**src/rtl/bcd_field_editor.sv**
```systemverilog
// Editable BCD field with wrap-around up/down stepping and key auto-repeat.
// Holding a key gives one step, then after REP_DELAY cycles a step every REP_RATE cycles.
module bcd_field_editor #(
  parameter int unsigned NDIG      = 2,
  parameter int unsigned REP_DELAY = 25000000,
  parameter int unsigned REP_RATE  = 5000000
) (
  input  logic                clk,
  input  logic                reset,
  input  logic                load,
  input  logic [4*NDIG-1:0]   dato_in,
  input  logic [4*NDIG-1:0]   min_val,
  input  logic [4*NDIG-1:0]   max_val,
  input  logic                inc,
  input  logic                dec,
  output logic [4*NDIG-1:0]   dato_out,
  output logic                chg,
  output logic                rep
);

  localparam int unsigned W      = 4 * NDIG;
  localparam int unsigned CntMax = (REP_DELAY > REP_RATE) ? REP_DELAY : REP_RATE;
  localparam int unsigned CW     = (CntMax > 1) ? $clog2(CntMax) : 1;
  localparam logic [CW-1:0] DelayEnd = CW'(REP_DELAY - 1);
  localparam logic [CW-1:0] RateEnd  = CW'(REP_RATE - 1);

  typedef enum logic [1:0] {StIdle, StHold, StRepeat} state_e;

  state_e         state_q;
  logic [CW-1:0]  cnt_q;
  logic [W-1:0]   dato_q;
  logic           chg_q;
  logic           rep_q;
  logic           dir_up_q;

  logic           key_one;
  logic           load_ok;
  logic [W-1:0]   load_val;
  logic [W-1:0]   up_val;
  logic [W-1:0]   dn_val;
  logic [W-1:0]   step_val;

  function automatic logic [W-1:0] bcd_inc(input logic [W-1:0] v);
    logic [W-1:0] r;
    logic         carry;
    r     = v;
    carry = 1'b1;
    for (int i = 0; i < NDIG; i++) begin
      if (carry) begin
        if (v[4*i +: 4] == 4'd9) begin
          r[4*i +: 4] = 4'd0;
        end else begin
          r[4*i +: 4] = v[4*i +: 4] + 4'd1;
          carry       = 1'b0;
        end
      end
    end
    return r;
  endfunction

  function automatic logic [W-1:0] bcd_dec(input logic [W-1:0] v);
    logic [W-1:0] r;
    logic         borrow;
    r      = v;
    borrow = 1'b1;
    for (int i = 0; i < NDIG; i++) begin
      if (borrow) begin
        if (v[4*i +: 4] == 4'd0) begin
          r[4*i +: 4] = 4'd9;
        end else begin
          r[4*i +: 4] = v[4*i +: 4] - 4'd1;
          borrow      = 1'b0;
        end
      end
    end
    return r;
  endfunction

  // Valid BCD orders the same as plain binary, so bounds compare directly.
  always_comb begin
    key_one = inc ^ dec;
    load_ok = 1'b1;
    for (int i = 0; i < NDIG; i++) begin
      if (dato_in[4*i +: 4] > 4'd9) load_ok = 1'b0;
    end
    load_val = load_ok ? dato_in : min_val;

    if (max_val < min_val || dato_q >= max_val) up_val = min_val;
    else                                         up_val = bcd_inc(dato_q);

    if (max_val < min_val)                            dn_val = min_val;
    else if (dato_q <= min_val || dato_q > max_val)   dn_val = max_val;
    else                                              dn_val = bcd_dec(dato_q);

    step_val = inc ? up_val : dn_val;
  end

  always_ff @(posedge clk) begin
    if (reset) begin
      state_q  <= StIdle;
      cnt_q    <= '0;
      dato_q   <= min_val;
      chg_q    <= 1'b0;
      rep_q    <= 1'b0;
      dir_up_q <= 1'b0;
    end else begin
      chg_q <= 1'b0;
      if (load) begin
        dato_q  <= load_val;
        chg_q   <= 1'b1;
        state_q <= StIdle;
        cnt_q   <= '0;
        rep_q   <= 1'b0;
      end else begin
        case (state_q)
          StIdle: begin
            if (key_one) begin
              dato_q   <= step_val;
              chg_q    <= 1'b1;
              dir_up_q <= inc;
              cnt_q    <= '0;
              state_q  <= StHold;
            end
          end
          StHold: begin
            if (!key_one || (inc != dir_up_q)) begin
              state_q <= StIdle;
              cnt_q   <= '0;
            end else if (cnt_q == DelayEnd) begin
              dato_q  <= step_val;
              chg_q   <= 1'b1;
              cnt_q   <= '0;
              state_q <= StRepeat;
              rep_q   <= 1'b1;
            end else begin
              cnt_q <= cnt_q + 1'b1;
            end
          end
          StRepeat: begin
            if (!key_one || (inc != dir_up_q)) begin
              state_q <= StIdle;
              cnt_q   <= '0;
              rep_q   <= 1'b0;
            end else if (cnt_q == RateEnd) begin
              dato_q <= step_val;
              chg_q  <= 1'b1;
              cnt_q  <= '0;
            end else begin
              cnt_q <= cnt_q + 1'b1;
            end
          end
          default: begin
            state_q <= StIdle;
            cnt_q   <= '0;
            rep_q   <= 1'b0;
          end
        endcase
      end
    end
  end

  assign dato_out = dato_q;
  assign chg      = chg_q;
  assign rep      = rep_q;

endmodule
```
**config.mk**
```make
export PLATFORM = sky130hd
export DESIGN_NAME = bcd_field_editor
export DESIGN_NICKNAME = d
export VERILOG_FILES = /design/src/rtl/bcd_field_editor.sv
export SDC_FILE = /design/constraint.sdc
export NUM_CORES = 1
export LEC_CHECK = 0
export CAP_MARGIN = 40
export CORE_ASPECT_RATIO = 1.1
export CORE_UTILIZATION = 61
export DETAILED_ROUTE_END_ITERATION = 7
export PLACE_DENSITY = 0.87
export SETUP_SLACK_MARGIN = 0.02
export SLEW_MARGIN = 15
export SYNTH_ARGS = -nofsm -noshare
export SYNTH_HDL_FRONTEND = slang
export SYNTH_SLANG_ARGS = --single-unit
```
**constraint.sdc**
```tcl
create_clock -name clk -period 6.9 [get_ports clk]
set_clock_uncertainty 0.15 [all_clocks]
set_input_delay 1.38 -clock clk [delete_from_list [all_inputs] [get_ports clk]]
set_output_delay 1.38 -clock clk [all_outputs]
set_load 0.02 [all_outputs]
```
=== Word level (Yosys, flattened, before mapping) ===
Cells that the tools add are included.
Widths: inputs -> output; s select.

* Add/subtract/negate cells: 5
* $mul: 0
* Div/mod/pow operators: 0
* $lt $le $gt $ge: 6
* Eq/ne operators: 17
* Shift operators: 0
* Multiplexer cells: 48
* Bitwise operators: 3
* Reduce and logical (&&, ||, !) cells: 13

{| class="wikitable"
|+ Operator list
! cell !! number
|-
| $mux 25 || 5
|-
| $mux 8 || 12
|-
| $pmux 25 s3 || 1
|-
| $add 25x1->25 const B || 1
|-
| $eq 25x23->1 const B || 1
|-
| $eq 25x25->1 const B || 1
|-
| $mux 4 || 6
|-
| $pmux 8 s3 || 1
|-
| $ne 4x4->1 const B || 5
|-
| $mux 1 || 16
|-
| $add 4x1->4 const B || 2
|-
| $eq 4x4->1 const B || 2
|-
| $ge 8x8->1 || 1
|-
| $gt 4x4->1 const B || 2
|-
| $gt 8x8->1 || 1
|-
| $le 8x8->1 || 1
|-
| $logic_not 4->1 || 2
|-
| $lt 8x8->1 || 1
|-
| $mux 2 || 4
|-
| $ne 2x2->1 const B || 4
|-
| $sub 4x1->4 const B || 2
|-
| $pmux 1 s3 || 2
|-
| $pmux 2 s3 || 1
|-
| $reduce_and 3->1 || 2
|-
| 13 further kinds || 16
|}

* Bits in registers: 38
* Latch bits: 0
* RAM bits: 0
* Memory bits (read-only): 0
* Bits of input ports: 29
* Output and inout bits: 10
* Logic and storage cells: 98
* Memories kept: 0

=== Longest topological paths before layout ===
Gate-level depths: netlist (run 1).

* Word-level depth: 13
* Depth in mapped cells: 10
* Mapped depth without buffers: 9

=== Worst setup path after synthesis (run 1) ===
No wires, ideal clock.

* Path kind: input to register
* Start point: input port min_val[2]
* End point: register dato_q[1] (netlist: dato_out[1]) (data pin)
* Library setup time: 261 ps
* Arrival: 3106 ps
* Data required time: 6489 ps
* Slack: 3383 ps
* Stages: 9
* Path buffers: 0
* Path through: inv_1 ha_1 o21a_1 o21ai_0 o211ai_1 nand3_1 nor4_1 nor4_1 a221o_1

* Cells in the longest elaborated chain, start to end: 10
* Elaborated cells on any way between the ends: 16
* Those cells by class: order compare: 2; mux: 12; reduce/logical: 2

{| class="wikitable"
|+ Ends and longest elaborated chain
! item !! line !! text
|-
| start: declaration || 12 || <nowiki>input logic [4*NDIG-1:0] min_val,</nowiki>
|-
| $le 8x8->1 || 92 || <nowiki>else if (dato_q <= min_val || dato_q > max_val) dn_val = max_val;</nowiki>
|-
| $logic_or 1x1->1 || 92 ||
|-
| $mux 8 || 92 ||
|-
| $mux 8 || 91 || <nowiki>if (max_val < min_val) dn_val = min_val;</nowiki>
|-
| $mux 8 (*) || 95 || <nowiki>step_val = inc ? up_val : dn_val;</nowiki>
|-
| $mux 8 (on tied branches) || 144, 129 ||
|-
| $mux 8 (on tied branches) || 140, 126 ||
|-
| $pmux 8 s3 (*) || 115 || <nowiki>case (state_q)</nowiki>
|-
| $mux 8 (*) || 108 || <nowiki>if (load) begin</nowiki>
|-
| $mux 8 (*) || 99 || <nowiki>if (reset) begin</nowiki>
|-
| end signal: assignment || 102 || <nowiki>dato_q <= min_val;</nowiki>
|-
| end signal: assignment || 109 || <nowiki>dato_q <= load_val;</nowiki>
|-
| end signal: assignment || 118 || <nowiki>dato_q <= step_val;</nowiki>
|-
| end: declaration || 31 || <nowiki>logic [W-1:0] dato_q;</nowiki>
|}

Every way passes the cells marked *; elsewhere a longest branch is shown, timed or not. The select of a mux whose other input is x is not followed.
A chain may end at the register's enable or synchronous reset.

=== Worst setup path after layout (run 1) ===
Same ends and word-level chain as after synthesis.

==> impl_results.md, run 1 <==
- Outcome: finished, final reports clean
- Final Max Slew Viols: 0
- Mux cell area share after synthesis: 0.006449
- Power Internal: 406.1 µW
- Synthesized Nets: 443
- WL final: 8307 µm
- DRC errors left: 0
- Post-Syn Instances: 386
- Lkg Pwr: 0.001360 µW
- Achievable frequency: 235.1 MHz
- CP max FO: 8
- Vias per inst: 6.418
- Switch share: 0.3529
- ANT nets after route: 0
- Worst vdd ir: 0.0001457 V
- Power Density: 174.0 nW/µm²
- Drt first pass iters: 5
- Cts repair resizes: 0
- Cell taking the most area after synthesis: dfxtp_1
- Synth Area in Adders: 0.1129
- Synth top area share: 0.1935
- Nets: 481
- Core footprint: 4782 µm²
- Fin crit period: 4.254 ns
- Total Die Area: 5379 µm²
- Sw power: 221.5 µW
- Post-CTS setup buffer count: 0
- Worst-margin pin slew: 0.8475 ns
- CTS Root Cell: clkbuf_8
- Commonest cells in the netlist: nor2_1 (48), nand2_1 (35), dfxtp_1 (30)
- Hold path depth: 2
- Hold buffers post-CTS: 0
- HP Class: reg -> reg
- Post-detailed-route wirelength per cell: 17.27 µm
- Port bufs: 38
- Post-synth EDFFs: 8
- Clock buffer depth: 2
- WP data required: 6.78 ns
- Final TNS setup: 0 ns
- Netlist cell types: 64
- Cell row count: 26
- Number of synthesized register bits: 38
- Gate power share: 0.343
- Die width: 70.02 µm
- Syn. warnings: 0
- Clock sink count: 38
- Worst path arrival time: 4.14 ns
- Layout cell share with drive strength beyond 1: 0.05647
- Multi-input combinational cell area: 2116 µm²
- Max cap viols: 0
- CTS clk-pin slew, worst paths: 0.08 ns
- Synth Cell Area: 3104 µm²
- CTS tree: done
- Latest clock arrival within the worst-skew pair: 0.28 ns
- Asr flop ratio synth: 0
- H-tree depth: 2
- Avg Cell Area, Syn: 8.042 µm²
- Largest net degree at the start of global routing: 18
- Die H: 76.82 µm
- Post-synthesis compound-gate area fraction: 0.2217
- Non-filler cells in the finished layout: 481
- Worst hold slack: 0.3551 ns
- Simple-gate portion of the synthesized area: 0.2616
- Register area: 840.8 µm²
- Sequential power share: 0.411
- Starting Density: 0.6491
- CTS Buf Count: 5
- Remaining Overflow, GRT: 0
- Top-count cell post-synth: nor2_1
- Setup crit end kind: flip-flop
- Number of fill cells in the layout: 367
- Setup violators final: 0
- Clock power frac: 0.246
- Most common flop cell mapped by yosys: dfxtp_1
- GP Congestion: 0.9056
- Fraction of the yosys area taken by sequential cells: 0.2709
- Final worst path period share: 0.6165
- Vias in the first global route: 2977
- DR vias: 3087
- First DRT Iteration DRCs: 219
- Hpwl dp: 6402 µm
- Largest family of logic cells by synthesized area: simple AND/OR/NAND/NOR gates
- Final hold violation count: 0
- Inserted Diodes: 0
- XOR/XNOR share of the synthesized area: 0.07900
- Slew HR: 0.4350
- DP Area: 3516 µm²
- First-pass GRT wire length: 13610 µm
- RSZ-0062 raised after global routing: false
- Tot Pwr: 627.6 µW
- Ports: 39
- Post-route cell area: 3607 µm²
- Reg2Reg Depth: 8
- GRT Util Overall: 0.3097
- Synth area leaders: dfxtp_1 (19%), ha_1 (11%), edfxtp_1 (7.7%)
- Critical path type: in -> reg
- Post-placement cell count: 473
- Area Growth Syn to Fin: 16.20%
- Worst setup SP type: primary input
- Initial antenna violation count: 0
==> cells by family (layout without fill, tap and decap cells) <==
group           after synthesis  after routing
compound gates              100            100
xor+xnor                     28             28
fa+ha+maj                    28             28
buf+inv                      32             71
flops                        38             38
mux                           2              2
simple gates                158            158
==> power by group through the flow <==
stage	Combinational, µW	Clock [µW]	Sequential [µW]
floorplan	133	0	265
global placement	205	0	262
detailed placement	211	0	262
CTS	212	159	257
global route	236	168	260
finish	215	155	258
==> stage by stage <==
stage | util | setup WS, ns
global route | 0.7543 | 2.462
finish | 0.7543 | 2.646
CTS | 0.7543 | 2.721
global placement | 0.7305 | 2.434
floorplan | - | 3.384
detailed placement | 0.7352 | 2.433
==> worst max-delay path, cell delays in order <==
cell and delay [ns]:
clkdlybuf4s50_1 0.55, inv_1 0.11, ha_1 0.30, o21a_1 0.11, o21ai_0 0.07, o211ai_1 0.47
nand3_1 0.37, nor4_1 0.40, nor4_1 0.10, a221o_1 0.27
==> final timing paths <==
check / slack, ns / end / from
worst max-delay path: 2.65 / dato_out[1] / min_val[2]
worst min-delay path: 0.36 / dir_up_q / dir_up_q
worst max register to register: 3.92 / dato_out[5] / dato_out[1]
worst min register to register: 0.36 / dir_up_q / dir_up_q
==> placed cells by master, fill, tap and decap left out, drive strengths merged, types with 3 or more instances in the layout <==
cell	count
a211oi	11
a21o	3
a21oi	26
a221o	3
a22oi	4
a41oi	3
and2	5
and3	3
and4	5
clkbuf	7
clkdlybuf4s50	38
dfxtp	30
edfxtp	8
ha	28
inv	23
nand2	35
nand2b	4
nand3	15
nand4	12
nor2	48
nor3	11
nor4	8
o211ai	3
o21ai	16
o22ai	5
o31a	3
o31ai	9
xnor2	11
xor2	17
==> metal layers <==
metal	global-route usage	up-vias	routed length (µm)
li1	-	1504	-
met1	0.3695	1460	3393
met2	0.5635	107	4377
met3	0.04074	16	372
met4	0.1060	0	163
met5	0	-	0
==> layout make-up <==
cell class | instances | share of cell area
Multi-Input combinational cell | 316 | 0.5865
Sequential cell | 38 | 0.2331
Timing Repair Buffer | 40 | 0.1117
Clock buffer | 7 | 0.02393
Inverter | 23 | 0.02393
Tap cell | 56 | 0.01942
Clock inverter | 1 | 0.001387
==> sequential cells by signal, summed over array words and instances (netlist names) <==
name / flops
chg: 1
cnt_q: 25
dato_out: 8
dir_up_q: 1
rep: 1
state_q: 2
(Power assumes the default switching activity.)
==> run 2: changes to the inputs <==
- CORE_UTILIZATION: 61 -> 51
- PLACE_DENSITY: 0.87 -> 0.77
- clock period: 6.9 -> 3.43 ns (I/O delays scaled with it)
==> run 2 against run 1 <==
Net effect: power up 130%; hold slack worse by 0.023 ns; largest power group unchanged; routed wire length up 0.11%; global-route usage down 3.9 points; non-clock buffer count up 28; sequential share of layout area down 1.7 points; sequential power up 100%; via count up 2.9%.
==> impl_results.md, run 2 (synthesized netlist as in run 1, its figures left out) <==
- Max cap viols: 0
- Slew HR: 0.6535
- Area Growth Syn to Fin: 25.35%
- GRT Util Overall: 0.2703
- CTS clk-pin slew, worst paths: 0.08 ns
- Final Max Slew Viols: 0
- Clock buffer depth: 2
- Hold path depth: 2
- Non-filler cells in the finished layout: 530
- Die width: 76.39 µm
- Reg with most FFs: cnt_q
- Fin crit period: 3.247 ns
- ANT nets after route: 0
- CTS tree: done
- WL final: 8316 µm
- Most common cell after layout, fill and taps aside: nor2_1
- R2r setup slk: 0.54 ns
- Number of fill cells in the layout: 499
- Post-placement cell count: 522
- Final worst path period share: 0.9468
- CTS Root Cell: clkbuf_8
- GP Congestion: 0.9048
- Critical path type: in -> reg
- Worst vdd ir: 0.0005327 V
- Worst path arrival time: 3.14 ns
- Worst hold slack: 0.3324 ns
- Post-detailed-route wirelength per cell: 15.69 µm
- Clock sink count: 38
- First-pass GRT wire length: 14050 µm
- Outcome: finished, final reports clean
- CP max FO: 8
- Latest clock arrival within the worst-skew pair: 0.29 ns
- Largest net degree at the start of global routing: 22
- Nets: 509
- Drt first pass iters: 4
- Post-CTS setup buffer count: 0
- Sw power: 468.3 µW
- Inserted Diodes: 0
- Total Die Area: 6403 µm²
- Core footprint: 5806 µm²
- Lkg Pwr: 0.001516 µW
- Starting Density: 0.5347
- Layout cell share with drive strength beyond 1: 0.1170
- Initial antenna violation count: 0
- RSZ-0062 raised after global routing: true
- Power Density: 372.2 nW/µm²
- Post-route cell area: 3891 µm²
- DP Area: 3752 µm²
- Most frequent cells in the layout: nor2_1 (48), clkdlybuf4s50_1 (38), nand2_1 (35)
- Ports: 39
- Vias per inst: 5.996
- Cell row count: 29
- Vias in the first global route: 3102
- Final TNS setup: 0 ns
- Power Internal: 980.1 µW
- Clock power frac: 0.316
- Final hold violation count: 0
- Port bufs: 38
- Critical R2R Launch: cnt_q[17]
- HP Class: reg -> reg
- Sequential power share: 0.359
- Die H: 83.83 µm
- First DRT Iteration DRCs: 272
- CTS Buf Count: 5
- Reg2Reg Depth: 8
- Core Util, Final: 0.6703
- Worst-margin pin slew: 0.5116 ns
- Max FFs per register: 25
- Worst setup path start: min_val[2]
- DR vias: 3178
- Reg2reg end: dato_out[4]
- Switch share: 0.3233
- Crit path to: dato_out[1]
- Setup crit end kind: flip-flop
- Setup violators final: 0
- Achievable frequency: 307.9 MHz
- H-tree depth: 2
- Worst setup SP type: primary input
- Hpwl dp: 6341 µm
- Gate power share: 0.325
- DRC errors left: 0
- Remaining Overflow, GRT: 0
- WP data required: 3.32 ns
## run 2: per-layer routing
layer | track usage | vias to the layer above | wire length (µm)
li1 | - | 1563 | -
met1 | 0.3239 | 1479 | 3643
met2 | 0.4570 | 114 | 4024
met3 | 0.05027 | 22 | 405
met4 | 0.1416 | 0 | 242
met5 | 0 | - | 0
## run 2: power groups by stage
| stage | clock (µW) | combinational, µW | sequential (µW) |
|---|---|---|---|
| 2_1_floorplan | 0 | 269 | 532 |
| 3_3_place_gp | 0 | 452 | 528 |
| 3_5_place_dp | 0 | 462 | 529 |
| 4_1_cts | 469 | 466 | 519 |
| 5_1_grt | 486 | 518 | 524 |
| 6_report | 458 | 471 | 520 |
## run 2: worst max-delay path, cell delays in order
cell             delay [ns]
clkdlybuf4s50_1        0.48
inv_1                  0.08
ha_1                   0.28
o21a_1                 0.10
o21ai_0                0.06
o211ai_1               0.39
nand3_1                0.32
nor4_1                 0.37
nor4_1                 0.10
a221o_1                0.28
## run 2: cell type report
cell class | instances | area, µm² | share of cell area
repair buffers | 68 | 613.1 | 0.1576
well taps | 77 | 96.34 | 0.02476
inverters | 23 | 86.33 | 0.02219
clock buffers | 5 | 68.82 | 0.01768
clock inverters | 3 | 68.82 | 0.01768
flip-flops and latches | 38 | 840.8 | 0.2161
multi-input cells | 316 | 2117 | 0.5441
## run 2: worst min path at each step
stage | startpoint | slack [ns] | to
after floorplan | cnt_q[1] | 0.30 | cnt_q[1]
after global placement | cnt_q[1] | 0.31 | cnt_q[1]
after detailed placement | cnt_q[1] | 0.32 | cnt_q[1]
after CTS | cnt_q[1] | 0.33 | cnt_q[1]
after global routing | cnt_q[1] | 0.35 | cnt_q[1]
final | cnt_q[1] | 0.33 | cnt_q[1]
## run 2: timing repair
item | CTS | global route
hold buffers | 0 | 0
gates resized for setup | 0 | 1
endpoints found under the setup margin | 0 | 3
## run 2: per-stage QoR
stage / power, µW / setup slack (ns)
after floorplan: 800.8 / 0.6075
after global placement: 980.2 / -0.02277
after detailed placement: 991.7 / -0.07187
after CTS: 1454 / 0.2146
after global routing: 1528 / 0.01210
final: 1448 / 0.1826
==> run 3: changes to the inputs <==
- CORE_UTILIZATION: 51 -> 58
- DONT_BUFFER_PORTS: default -> 1
- PLACE_DENSITY: 0.77 -> 0.76
==> run 3 against run 2 <==
Net effect: hold slack worse by 0.026 ns; cell count down 15%; clock power down 33%; utilization down 2.5 points; flip-flop and latch count unchanged; sequential share of layout area up 4.1 points.
==> impl_results.md, run 3 (synthesized netlist as in run 1, its figures left out) <==
- Outcome: finished, final reports clean
- Total Die Area: 5649 µm²
- CTS Root Cell: clkbuf_8
- Switch share: 0.3514
- Vias in the first global route: 2810
- DR vias: 2937
- Power Density: 367.2 nW/µm²
- ANT nets after route: 0
- Worst vdd ir: 0.0002918 V
- First DRT Iteration DRCs: 196
- HP Class: in -> reg
- Nets: 449
- Critical path type: reg -> reg
- WP data required: 3.33 ns
- Setup violators final: 0
- Slew HR: 0.6057
- Lkg Pwr: 0.001238 µW
- Post-detailed-route wirelength per cell: 17.26 µm
- Hpwl dp: 6001 µm
- WL final: 7767 µm
- CTS tree: done
- CP max FO: 10
- Clock power frac: 0.254
- Reg with most FFs: cnt_q
- Largest net degree at the start of global routing: 21
- Max cap viols: 0
- Worst setup SP type: flip-flop
- First-pass GRT wire length: 12630 µm
- Power Internal: 778.5 µW
- Core footprint: 5067 µm²
- Drt first pass iters: 5
- Initial antenna violation count: 0
- Final hold violation count: 0
- Port bufs: 0
- Die H: 78.73 µm
- Final worst path period share: 0.8561
- GP Congestion: 0.9450
- Remaining Overflow, GRT: 0
- Final Max Slew Viols: 0
- Die width: 71.76 µm
- Final worst setup slack: 0.4936 ns
- DRC errors left: 0
- H-tree depth: 2
- Most frequent cells in the layout: nor2_1 (48), nand2_1 (35), dfxtp_1 (30)
- Clock buffer depth: 2
- Final TNS setup: 0 ns
- Max FFs per register: 25
- Inserted Diodes: 0
- Latest clock arrival within the worst-skew pair: 0.29 ns
- Fin crit period: 2.936 ns
- Sequential power share: 0.436
- Worst-margin pin slew: 0.5869 ns
- Sw power: 421.9 µW
- Vias per inst: 6.527
- Ports: 39
- Layout cell share with drive strength beyond 1: 0.07398
- Cts repair resizes: 0
- Worst path arrival time: 2.83 ns
- Cell row count: 27
- Post-CTS setup buffer count: 0
- Hold buffers post-CTS: 0
- CTS clk-pin slew, worst paths: 0.07 ns
- R2r setup slk: 0.49 ns
- Core Util, Final: 0.6452
- Area Growth Syn to Fin: 5.321%
- Starting Density: 0.6126
- GRT Util Overall: 0.2832
- CTS Buf Count: 5
- RSZ-0062 raised after global routing: false
- Pre-CTS WS: 0.3029 ns
- Most common cell after layout, fill and taps aside: nor2_1
- Gate power share: 0.310
- Setup crit end kind: flip-flop
- Clock sink count: 38
- Achievable frequency: 340.6 MHz
[run 3: worst paths after layout]
path / from / endpoint / cells after the start
setup / recovery: dato_out[1] / dato_out[0] / 7
hold / removal: reset / dir_up_q / 1
setup reg to reg: dato_out[1] / dato_out[0] / 7
hold reg to reg: dir_up_q / dir_up_q / 2
[run 3: per-layer routing]
layer / wire length [µm] / global-route usage / vias up
met1: 3240 / 0.3132 / 1393
met2: 4008 / 0.5425 / 93
met5: 0 / 0 / -
met4: 165 / 0.09020 / 0
met3: 352 / 0.04695 / 17
li1: - / - / 1434
[run 3: layout make-up]
class	count	area, µm²
multi-input cells	316	2116
well taps	58	72.57
inverters	23	86.33
repair buffers	8	67.56
clock buffers	7	86.33
flip-flops and latches	38	840.8
fillers	459	1798
[run 3: power groups by stage]
stage          combinational [µW]  sequential (µW)  clock, µW
2_1_floorplan                 269              532          0
3_3_place_gp                  353              532          0
3_5_place_dp                  363              532          0
4_1_cts                       366              522        309
5_1_grt                       413              525        330
6_report                      372              524        305
[run 3: critical path: stages (launching register included)]
cell	delay [ns]
edfxtp_1	0.66
ha_1	0.34
nor2b_1	0.13
o211ai_1	0.19
a31o_2	0.27
nand4_1	0.37
a211o_1	0.41
a21o_1	0.18
[run 3: through the flow]
| stage | cells | power [µW] | hold WS, ns | area [µm²] |
|---|---|---|---|---|
| floorplan | 386 | 800.8 | 0.2991 | 3104 |
| global route | 450 | 1268 | 0.3028 | 3269 |
| finish | 450 | 1200 | 0.3064 | 3269 |
| CTS | 450 | 1197 | 0.3074 | 3269 |
| detailed placement | 443 | 895.2 | 0.3303 | 3183 |
| global placement | 442 | 884.6 | 0.3098 | 3168 |
